**src/rtl/axi_rd_arbiter_pkg.sv**
```systemverilog
// Shared types for the AXI read arbiter: FSM states,
// requester index and sticky error bit positions.
package axi_rd_arbiter_pkg;

  typedef enum logic [1:0] {
    ST_IDLE,
    ST_LOCK_D,
    ST_LOCK_P
  } arb_state_e;

  typedef enum logic {
    REQ_D = 1'b0,
    REQ_P = 1'b1
  } req_idx_e;

  localparam int ERR_ORPHAN = 0;
  localparam int ERR_OVF    = 1;

endpackage

```
**src/rtl/axi_rd_arbiter_id_tracker.sv**
```systemverilog
// Per-ID ownership and outstanding-burst table with one
// increment port, one decrement port and three lookup ports.
module axi_id_tracker
  import axi_rd_arbiter_pkg::*;
#(
  parameter int TID_WIDTH   = 4,
  parameter int OUTST_WIDTH = 4
) (
  input  logic                   clk,
  input  logic                   reset,
  input  logic                   i_inc_en,
  input  logic [TID_WIDTH-1:0]   i_inc_id,
  input  req_idx_e               i_inc_owner,
  input  logic                   i_dec_en,
  input  logic [TID_WIDTH-1:0]   i_dec_id,
  input  logic [TID_WIDTH-1:0]   i_lk_d_id,
  output logic [OUTST_WIDTH-1:0] o_lk_d_cnt,
  output req_idx_e               o_lk_d_own,
  input  logic [TID_WIDTH-1:0]   i_lk_p_id,
  output logic [OUTST_WIDTH-1:0] o_lk_p_cnt,
  output req_idx_e               o_lk_p_own,
  input  logic [TID_WIDTH-1:0]   i_lk_r_id,
  output logic [OUTST_WIDTH-1:0] o_lk_r_cnt,
  output req_idx_e               o_lk_r_own
);

  localparam int DEPTH = 2 ** TID_WIDTH;

  logic [OUTST_WIDTH-1:0] r_cnt [DEPTH];
  req_idx_e               r_own [DEPTH];
  logic [DEPTH-1:0]       w_inc_hit;
  logic [DEPTH-1:0]       w_dec_hit;

  always_comb begin
    w_inc_hit = '0;
    w_dec_hit = '0;
    for (int i = 0; i < DEPTH; i++) begin
      w_inc_hit[i] = i_inc_en &&
                     (i_inc_id == TID_WIDTH'(i));
      w_dec_hit[i] = i_dec_en &&
                     (i_dec_id == TID_WIDTH'(i));
    end
  end

  // Same-cycle increment and decrement cancel out.
  always_ff @(posedge clk or posedge reset) begin
    if (reset) begin
      for (int i = 0; i < DEPTH; i++) begin
        r_cnt[i] <= '0;
        r_own[i] <= REQ_D;
      end
    end else begin
      for (int i = 0; i < DEPTH; i++) begin
        if (w_inc_hit[i])
          r_own[i] <= i_inc_owner;
        if (w_inc_hit[i] && !w_dec_hit[i])
          r_cnt[i] <= r_cnt[i] + 1'b1;
        else if (!w_inc_hit[i] && w_dec_hit[i])
          r_cnt[i] <= r_cnt[i] - 1'b1;
      end
    end
  end

  assign o_lk_d_cnt = r_cnt[i_lk_d_id];
  assign o_lk_d_own = r_own[i_lk_d_id];
  assign o_lk_p_cnt = r_cnt[i_lk_p_id];
  assign o_lk_p_own = r_own[i_lk_p_id];
  assign o_lk_r_cnt = r_cnt[i_lk_r_id];
  assign o_lk_r_own = r_own[i_lk_r_id];

endmodule

```
**src/rtl/axi_rd_arbiter.sv**
```systemverilog
// Two-requester AXI read arbiter with ID-ownership R routing.
// Define ARB_STARVE_GUARD_EN to enable the prefetch starvation guard.
module axi_rd_arbiter
  import axi_rd_arbiter_pkg::*;
#(
  parameter int ADDR_BITS            = 32,
  parameter int TID_WIDTH            = 4,
  parameter int BURST_LEN_WIDTH      = 8,
  parameter int BLOCK_DATA_SIZE_BITS = 512,
  parameter int OUTST_WIDTH          = 4,
  parameter int STARVE_LIMIT         = 8
) (
  input  logic                            clk,
  input  logic                            reset,
  input  logic                            d_ar_valid,
  output logic                            d_ar_ready,
  input  logic [BURST_LEN_WIDTH-1:0]      d_ar_len,
  input  logic [ADDR_BITS-1:0]            d_ar_addr,
  input  logic [TID_WIDTH-1:0]            d_ar_id,
  input  logic                            p_ar_valid,
  output logic                            p_ar_ready,
  input  logic [BURST_LEN_WIDTH-1:0]      p_ar_len,
  input  logic [ADDR_BITS-1:0]            p_ar_addr,
  input  logic [TID_WIDTH-1:0]            p_ar_id,
  output logic                            m_ar_valid,
  input  logic                            m_ar_ready,
  output logic [BURST_LEN_WIDTH-1:0]      m_ar_len,
  output logic [ADDR_BITS-1:0]            m_ar_addr,
  output logic [TID_WIDTH-1:0]            m_ar_id,
  input  logic                            m_r_valid,
  output logic                            m_r_ready,
  input  logic                            m_r_last,
  input  logic [BLOCK_DATA_SIZE_BITS-1:0] m_r_data,
  input  logic [TID_WIDTH-1:0]            m_r_id,
  output logic                            d_r_valid,
  input  logic                            d_r_ready,
  output logic                            d_r_last,
  output logic [BLOCK_DATA_SIZE_BITS-1:0] d_r_data,
  output logic [TID_WIDTH-1:0]            d_r_id,
  output logic                            p_r_valid,
  input  logic                            p_r_ready,
  output logic                            p_r_last,
  output logic [BLOCK_DATA_SIZE_BITS-1:0] p_r_data,
  output logic [TID_WIDTH-1:0]            p_r_id,
  output logic [1:0]                      errorCode
);

  localparam logic [OUTST_WIDTH-1:0] CNT_MAX = '1;

  arb_state_e             r_state;
  arb_state_e             w_state_nxt;
  logic [1:0]             r_err;
  logic [OUTST_WIDTH-1:0] w_d_cnt, w_p_cnt, w_r_cnt;
  req_idx_e               w_d_own, w_p_own, w_r_own;
  logic                   w_live;
  logic                   w_d_elig, w_p_elig;
  logic                   w_d_sat, w_p_sat;
  logic                   w_gnt_d, w_gnt_p;
  logic                   w_p_first;
  logic                   w_ar_hs;
  logic                   w_orphan;
  logic                   w_r_hs_last;

  axi_id_tracker #(
    .TID_WIDTH   (TID_WIDTH),
    .OUTST_WIDTH (OUTST_WIDTH)
  ) u_trk (
    .clk         (clk),
    .reset       (reset),
    .i_inc_en    (w_ar_hs),
    .i_inc_id    (m_ar_id),
    .i_inc_owner (w_gnt_p ? REQ_P : REQ_D),
    .i_dec_en    (w_r_hs_last),
    .i_dec_id    (m_r_id),
    .i_lk_d_id   (d_ar_id),
    .o_lk_d_cnt  (w_d_cnt),
    .o_lk_d_own  (w_d_own),
    .i_lk_p_id   (p_ar_id),
    .o_lk_p_cnt  (w_p_cnt),
    .o_lk_p_own  (w_p_own),
    .i_lk_r_id   (m_r_id),
    .o_lk_r_cnt  (w_r_cnt),
    .o_lk_r_own  (w_r_own)
  );

  // Outputs stay quiet for as long as reset is high.
  assign w_live = !reset;

  assign w_d_elig = d_ar_valid && (w_d_cnt != CNT_MAX) &&
                    (w_d_cnt == '0 || w_d_own == REQ_D);
  assign w_p_elig = p_ar_valid && (w_p_cnt != CNT_MAX) &&
                    (w_p_cnt == '0 || w_p_own == REQ_P);
  assign w_d_sat  = d_ar_valid && (w_d_cnt == CNT_MAX);
  assign w_p_sat  = p_ar_valid && (w_p_cnt == CNT_MAX);

`ifdef ARB_STARVE_GUARD_EN
  localparam int SW = $clog2(STARVE_LIMIT + 1);

  logic [SW-1:0] r_starve;

  assign w_p_first = (r_starve == SW'(STARVE_LIMIT)) && w_p_elig;

  always_ff @(posedge clk or posedge reset) begin
    if (reset)
      r_starve <= '0;
    else if (!p_ar_valid || (r_state == ST_IDLE && w_gnt_p))
      r_starve <= '0;
    else if (r_state == ST_IDLE && w_gnt_d &&
             r_starve != SW'(STARVE_LIMIT))
      r_starve <= r_starve + 1'b1;
  end
`else
  logic w_unused;

  assign w_p_first = 1'b0;
  assign w_unused  = ^STARVE_LIMIT;
`endif

  always_ff @(posedge clk or posedge reset) begin
    if (reset)
      r_state <= ST_IDLE;
    else
      r_state <= w_state_nxt;
  end

  // A lock state pins the grant until its AR handshake.
  always_comb begin
    w_state_nxt = r_state;
    w_gnt_d     = 1'b0;
    w_gnt_p     = 1'b0;
    unique case (r_state)
      ST_IDLE: begin
        if (w_p_first)
          w_gnt_p = 1'b1;
        else if (w_d_elig)
          w_gnt_d = 1'b1;
        else if (w_p_elig)
          w_gnt_p = 1'b1;
        if (w_gnt_d && !m_ar_ready)
          w_state_nxt = ST_LOCK_D;
        if (w_gnt_p && !m_ar_ready)
          w_state_nxt = ST_LOCK_P;
      end
      ST_LOCK_D: begin
        w_gnt_d = 1'b1;
        if (m_ar_ready || !d_ar_valid)
          w_state_nxt = ST_IDLE;
      end
      ST_LOCK_P: begin
        w_gnt_p = 1'b1;
        if (m_ar_ready || !p_ar_valid)
          w_state_nxt = ST_IDLE;
      end
      default: w_state_nxt = ST_IDLE;
    endcase
  end

  assign m_ar_valid = w_live &&
                      ((w_gnt_d && d_ar_valid) ||
                       (w_gnt_p && p_ar_valid));
  assign m_ar_addr  = w_gnt_p ? p_ar_addr : d_ar_addr;
  assign m_ar_len   = w_gnt_p ? p_ar_len  : d_ar_len;
  assign m_ar_id    = w_gnt_p ? p_ar_id   : d_ar_id;
  assign d_ar_ready = w_live && w_gnt_d && m_ar_ready;
  assign p_ar_ready = w_live && w_gnt_p && m_ar_ready;
  assign w_ar_hs    = m_ar_valid && m_ar_ready;

  // Beats for IDs with nothing outstanding are swallowed.
  assign w_orphan  = (w_r_cnt == '0);
  assign d_r_valid = w_live && m_r_valid && !w_orphan &&
                     (w_r_own == REQ_D);
  assign p_r_valid = w_live && m_r_valid && !w_orphan &&
                     (w_r_own == REQ_P);
  assign m_r_ready = w_live &&
                     (w_orphan ||
                      (w_r_own == REQ_P ? p_r_ready : d_r_ready));

  assign d_r_last = m_r_last;
  assign d_r_data = m_r_data;
  assign d_r_id   = m_r_id;
  assign p_r_last = m_r_last;
  assign p_r_data = m_r_data;
  assign p_r_id   = m_r_id;

  assign w_r_hs_last = m_r_valid && m_r_ready &&
                       m_r_last && !w_orphan;

  always_ff @(posedge clk or posedge reset) begin
    if (reset) begin
      r_err <= '0;
    end else begin
      if (m_r_valid && w_orphan)
        r_err[ERR_ORPHAN] <= 1'b1;
      if (w_d_sat || w_p_sat)
        r_err[ERR_OVF] <= 1'b1;
    end
  end

  assign errorCode = r_err;

endmodule
```
**config.mk**
```make
export PLATFORM = sky130hd
export DESIGN_NAME = axi_rd_arbiter
export DESIGN_NICKNAME = d
export VERILOG_FILES = /design/src/rtl/axi_rd_arbiter_pkg.sv /design/src/rtl/axi_rd_arbiter_id_tracker.sv /design/src/rtl/axi_rd_arbiter.sv
export SDC_FILE = /design/constraint.sdc
export NUM_CORES = 1
export LEC_CHECK = 0
export CORE_AREA = 2 2 664 666
export CTS_BUF_LIST = sky130_fd_sc_hd__clkbuf_4
export DETAILED_ROUTE_END_ITERATION = 12
export DIE_AREA = 0 0 666 668
export SLEW_MARGIN = 10
export SYNTH_ARGS = -nofsm -noshare
export SYNTH_HDL_FRONTEND = slang
export SYNTH_SLANG_ARGS = --single-unit
```
**constraint.sdc**
```tcl
create_clock -name clk -period 5.3 [get_ports clk]
set_input_delay 0.795 -clock clk [delete_from_list [all_inputs] [get_ports clk]]
set_output_delay 0.795 -clock clk [all_outputs]
set_load 0.05 [all_outputs]
```
# After elaboration in Yosys (flattened, before gate mapping)
# Cells that the tools add are included.
[word_totals] ff_bits=84 output_inout_bits=1086 inputBits=613
[op_classes] reduce_logical=156 muxes=67 order_cmp=3 bitwise_logic=5 addsub=32 eq_ne=39
[ops] cell="4-bit 2-to-1 mux" n=39
[ops] cell="1-bit logical AND" n=89
[ops] cell="4-bit == test, second input constant" n=18
[ops] cell="4-bit by 1-bit adder with 4-bit output, second input constant" n=16
[ops] cell="4-bit by 1-bit subtractor with 4-bit output, second input constant" n=16
[ops] cell="4-bit binary-select mux with 4-bit select" n=3
[ops] cell="1-bit logical NOT" n=37
[ops] cell="4-bit by 3-bit == test with 1-bit output, second input constant" n=8
[ops] cell="32-bit 2-to-1 mux" n=1
[ops] cell="2-bit nonzero test" n=16
[ops] cell="4-bit logical NOT" n=5
[ops] cell="4-bit by 2-bit == test with 1-bit output, second input constant" n=4
[ops] cell="5-bit greater-or-equal comparator, second input constant" n=3
[ops] cell="4-bit inverter with 5-bit output" n=3
[ops] cell="1-bit 2-to-1 mux" n=13
[ops] cell="1-bit binary-select mux with 4-bit select" n=3
[ops] cell="4-bit by 1-bit == test with 1-bit output, second input constant" n=2
[ops] cell="2-bit 2-to-1 mux" n=4
[ops] cell="8-bit 2-to-1 mux" n=1
[ops] cell="4-bit inequality test, second input constant" n=2
[ops] cell="1-bit logical OR" n=7
[ops] cell="2-bit case mux with 3 select lines" n=1
[ops] cell="2-bit inequality test, second input constant" n=2
[ops] cell="1-bit case mux with 2 select lines" n=2
[ops] cell="other kinds (6)" n=7

# Depth between registers and ports, before layout
[depth] ltp_word=20 mapped_depth=21

# Modules after synthesis
# A second synthesis with hierarchy kept.
[hier_totals] cells_unflattened=1943 hier_area_um2=16657.2
[modules_own_cells] mod="axi_rd_arbiter" area_each_um2=9728.1 seq_area_each_um2=100.1 cells_per_inst=1337 instances=1
[modules_own_cells] mod="axi_id_tracker" area_each_um2=6929.1 seq_area_each_um2=2001.9 cells_per_inst=606 instances=1

# Least setup slack after synthesis
# OpenSTA, ideal clock, no wires.
[synth_timing] path_type="input port to flip-flop" from="input port reset" to="register u_trk.r_cnt[59] (netlist name)" setup_ns=0.125 arrival_time_ns=4.722 path_stages=14 path_buffers=1 required_ns=5.175 setup_slack_ns=0.452 cell_sequence="inv_1 -> nand2_1 -> o21ba_4 -> buf_8 -> nand2_2 -> o21ai_1 -> ha_1 -> inv_1 -> ha_1 -> a21o_1 -> a21oi_1 -> xnor2_1 -> nor2_1 -> xor2_1"
[synth_via] word_cells_on_any_way=15 classes_between="mux: 1; reduce/logical: 14"
[synth_rtl] item="start: declaration" line="axi_rd_arbiter.sv:14" text="input logic reset,"
[synth_rtl] item="1-bit logical NOT (no source line) *"
[synth_rtl] item="1-bit logical AND *" line="axi_rd_arbiter.sv:158" text="assign m_ar_valid = w_live &&"
[synth_rtl] item="1-bit logical AND *" line="axi_rd_arbiter.sv:166" text="assign w_ar_hs = m_ar_valid && m_ar_ready;"
[synth_rtl] item="1-bit logical AND *" line="axi_rd_arbiter_id_tracker.sv:38" text="w_inc_hit[i] = i_inc_en &&"
[synth_rtl] item="named net u_trk.w_inc_hit[1]" line="axi_rd_arbiter_id_tracker.sv:31" text="logic [DEPTH-1:0] w_inc_hit;"
[synth_rtl] item="1-bit logical NOT" line="axi_rd_arbiter_id_tracker.sv:58" text="else if (!w_inc_hit[i] && w_dec_hit[i])"
[synth_rtl] item="1-bit logical AND" line="axi_rd_arbiter_id_tracker.sv:58"
[synth_rtl] item="2-bit nonzero test (no source line)"
[synth_rtl] item="end signal: indexed assignment" line="axi_rd_arbiter_id_tracker.sv:57" text="r_cnt[i] <= r_cnt[i] + 1'b1;"
[synth_rtl] item="end signal: indexed assignment" line="axi_rd_arbiter_id_tracker.sv:59" text="r_cnt[i] <= r_cnt[i] - 1'b1;"
[synth_rtl] item="end: declaration" line="axi_rd_arbiter_id_tracker.sv:29" text="logic [OUTST_WIDTH-1:0] r_cnt [DEPTH];"
# Mark *: on every way through the listed nets, which the timed path passes. The rest lies on a longest branch.
# A chain may end at the register's enable or synchronous reset.

# Worst setup path after layout
[layout_timing] from="input port d_ar_id[0]" to="output port m_ar_addr[30]"
[layout_via] elab_chain_len=11 word_cells_on_any_way=17 classes_between="eq/ne: 1; mux: 10; bitwise: 2; reduce/logical: 4"
[layout_lines] item="start: declaration" line="axi_rd_arbiter.sv:19" text="input logic [TID_WIDTH-1:0] d_ar_id,"
[layout_lines] item="4-bit inverter with 5-bit output (implied by the code) *" line="axi_rd_arbiter_id_tracker.sv:64, axi_rd_arbiter_id_tracker.sv:65"
[layout_lines] item="4-bit binary-select mux with 4-bit select or 1-bit binary-select mux with 4-bit select (tied branches)" line="axi_rd_arbiter_id_tracker.sv:64, axi_rd_arbiter_id_tracker.sv:65"
[layout_lines] item="4-bit 2-to-1 mux (implied by the code) or 1-bit 2-to-1 mux (tied branches) (2 in a row)" line="axi_rd_arbiter_id_tracker.sv:64, axi_rd_arbiter_id_tracker.sv:65"
[layout_lines] item="4-bit inequality test (tied with other cells)" line="axi_rd_arbiter.sv:89" text="assign w_d_elig = d_ar_valid && (w_d_cnt != CNT_MAX) &&"
[layout_lines] item="1-bit logical AND or 1-bit logical OR (tied branches)" line="axi_rd_arbiter.sv:89, axi_rd_arbiter.sv:90"
[layout_lines] item="1-bit logical AND *" line="axi_rd_arbiter.sv:89"
[layout_lines] item="1-bit 2-to-1 mux *" line="axi_rd_arbiter.sv:135" text="else if (w_d_elig)"
[layout_lines] item="1-bit 2-to-1 mux *" line="axi_rd_arbiter.sv:131" text="unique case (r_state)"
[layout_lines] item="1-bit case mux with 2 select lines *" line="axi_rd_arbiter.sv:131"
[layout_lines] item="32-bit 2-to-1 mux *" line="axi_rd_arbiter.sv:161" text="assign m_ar_addr = w_gnt_p ? p_ar_addr : d_ar_addr;"
[layout_lines] item="end: declaration" line="axi_rd_arbiter.sv:28" text="output logic [ADDR_BITS-1:0] m_ar_addr,"
# Mark *: on every way between the ends. The rest lies on a longest branch, timed or not. The select of a mux whose other input is x is not followed.

==> out/metrics.cfg <==
[global_route]
grt_pass1_wl_mm=351
antenna_found_initial=82
grt-ovfl-total=0
grt.total_usage_pct=14.1
grt_max_degree=54
first_global_vias=9057

[power_and_ir_drop]
combPwrFrac_pct=60.4
irDropWorstVdd_uv=128
p_clk_share_pct=9.7
p_int_mw=2.45
leakage_nw=4.54
sw_frac_of_total_pct=45.6
seqPwrFrac_pct=29.9
switching_power_mw=2.06
power_density_mw_per_mm2=257

[synthesis]
netlist.area_leader.share_pct=52.0
synth_edf_count=0
synthTopCellsByArea=buf_4 52%, dfrtp_1 14%, mux4_2 7.5%, ha_1 4.0%, mux2_2 3.1%
synth-xor-area-share_pct=3.72
ys_warn_count=0
synthArstFlopShare_pct=100
synth_compound_area_share_pct=4.98
yosys.area.top_type=buf_4
muxShareOfSynthArea_pct=12.2
postSynthAreaPerCell_um2=8.94
syn_nets=2360
synth.most_common_cell=buf_4
synth.top_cells.by_count=1043 x buf_4, 84 x dfrtp_1, 52 x nand2_1, 50 x mux4_2
synth_flop_cell=dfrtp_1
synth.distinct_cells=52
synthSimpleGateAreaFrac_pct=5.48
ys_seq_area_share_pct=14.0
synth_top_family_by_area=buffers and inverters
synth-seq-cells=84
netlist_area_mm2=0.0151
synthCells=1683
synthAdderAreaFrac_pct=6.12

[layout]
area_growth_pct=16.5
layout-drive-gt1-share_pct=33.5
layoutNonFillerInstCount=6697
multi_input_area_mm2=0.00491
fin_nets=1594
seqCellArea_mm2=0.00210
design_area_mm2=0.0175
fillers=51800

[clock_network]
cts_tree=built
path_clk_slew_ps=130
numCtsBuffers=9
h-tree-depth=3
clock_path_buffers=2
cts.sinks=84
postCtsSetupBuffers=0
ctsRootBufferMaster=clkbuf_4
worstSkewPairLatency_ps=480

[floorplanning]
io_pins=1699
die_x_um=666
coreArea_mm2=0.437
die-area_mm2=0.445
die_y_um=668
placementRows=243
start_util_pct=3.44

[placed_design]
place_hpwl_mm=316
io_buffers=162
dp_cells=6663
dpl_cell_area_mm2=0.0173
gp_congestion=0.795

[flow_run]
cap_violations=0

[sta]
tightest_slew_ps=1120
skew_ps=17.1
finalSetupViolations=0
post-route-min-period_ps=5180
drv_slew=0
finalCritPeriodShare_pct=97.7
hold_slack_ps=485
slew_headroom_pct=25.2
hold_viol=0
grt_setup_unrepaired=no
max_freq_mhz=193
tns_ps=0

[detailed_routing]
drt-total-wl_mm=328
firstDrtPassIters=5
via_count=9691
route.detailed.drc=0
antenna_left=0
drt_iter0_markers=895
avgViaCountPerCell=1.45
wl_per_cell_um=49.0

[setup_path]
cp_cell_sequence=clkdlybuf4s50_1 > buf_12 > buf_4 > mux4_2 > a22oi_1 > nand2_1 > or4_4 > o22ai_4 > o21a_4 > buf_12 > buf_16 > mux2_2 > buf_4
crit_path_max_incr_delay_ps=530
arrival_ps=4390
reg2reg_depth=17
endpoint_kind=output port
cp_slowest_cell=or4_4
cp.required_ps=4510
worst_setup_path_start_kind=input pin
worstSetupPathType=input pin to output port
cp_max_fo=19

[status]
status=finished, final reports clean

[min_path]
whs_path_depth=1
hp-class=register to register

==> final cells by class <==
| cell class | count | share of cell area (%) |
|---|---|---|
| diodes | 18 | 0.257 |
| flip-flops and latches | 84 | 12.0 |
| well taps | 5757 | 41.1 |
| clock inverters | 6 | 0.500 |
| clock buffers | 10 | 0.428 |
| multi-input cells | 508 | 28.0 |
| inverters | 24 | 0.521 |
| repair buffers | 290 | 17.2 |
==> per-stage QoR <==
stage | worst slack, ps | power, mW | util, %
CTS | 22.0 | 4.57 | 3.99
floorplan | 452 | 4.92 | -
global route | 6.92 | 4.84 | 4.00
finish | 120 | 4.51 | 4.01
detailed placement | -134 | 4.11 | 3.96
global placement | -192 | 4.07 | 3.96
==> placed cells by master, fill, tap and decap left out, types with 12 or more instances in the layout <==
master,instances
buf_4,141
mux2_2,42
mux2_1,17
mux4_2,50
dfrtp_1,84
o21ai_1,12
a21o_1,17
o21ai_0,17
diode_2,18
nor4_1,17
a22oi_1,16
buf_12,45
fa_1,16
xnor2_1,48
nand2_1,52
inv_1,23
clkdlybuf4s50_1,102
nand4_1,14
ha_1,48
nor2_1,29
o2bb2ai_1,15
xor2_1,16
a21oi_1,17
==> sequential cells by signal, summed over array words and instances, names as in the netlist <==
signal,count
errorCode,2
u_trk.r_own,16
u_trk.r_cnt,64
r_state,2
==> layer usage <==
metal,up-vias,share of wire (%),global-route usage (%)
met2,2321,43,21.8
met4,65,3.6,3.91
met3,386,37,24.7
met1,3922,16,6.35
met5,-,0.46,2.06
li1,2997,-,-
==> worst paths after layout <==
| check | from | to | slack [ps] |
|---|---|---|---|
| hold reg to reg | errorCode[0] | errorCode[0] | 480 |
| min in group asynchronous | reset | errorCode[0] | 870 |
| setup reg to reg | u_trk.r_cnt[48] | u_trk.r_cnt[7] | 880 |
| max in group asynchronous | reset | u_trk.r_cnt[55] | 3840 |
| hold / removal | errorCode[0] | errorCode[0] | 480 |
| setup / recovery | d_ar_id[0] | m_ar_addr[30] | 120 |
==> power groups by stage <==
stage | combinational (mW) | sequential, mW | clock [mW]
after global routing | 2.97 | 1.39 | 0.475
after floorplan | 3.75 | 1.18 | 0
final | 2.72 | 1.35 | 0.439
after CTS | 2.78 | 1.33 | 0.454
after detailed placement | 2.76 | 1.35 | 0
after global placement | 2.73 | 1.33 | 0
==> cell families after synthesis <==
kind of cell,after synthesis
buffers and inverters,1091
and+or+nand+nor,158
muxes,114
AOI/OAI and AO/OA,108
DFF,84
xor gates and xnor gates,64
adders and majority gates,64
==> worst max-delay path: cells and delay by family <==
family	cells	cell delay (ps)
buf+inv	6	1420
mux	2	840
simple gates	2	630
compound gates	3	580
==> repair_timing <==
action	4_1_cts	5_1_grt
cloned	0	0
hold buffers	0	0
endpoints found under the setup margin	27	24
resized for setup	2	3
pin swaps	0	0
(Power assumes the default switching activity.)
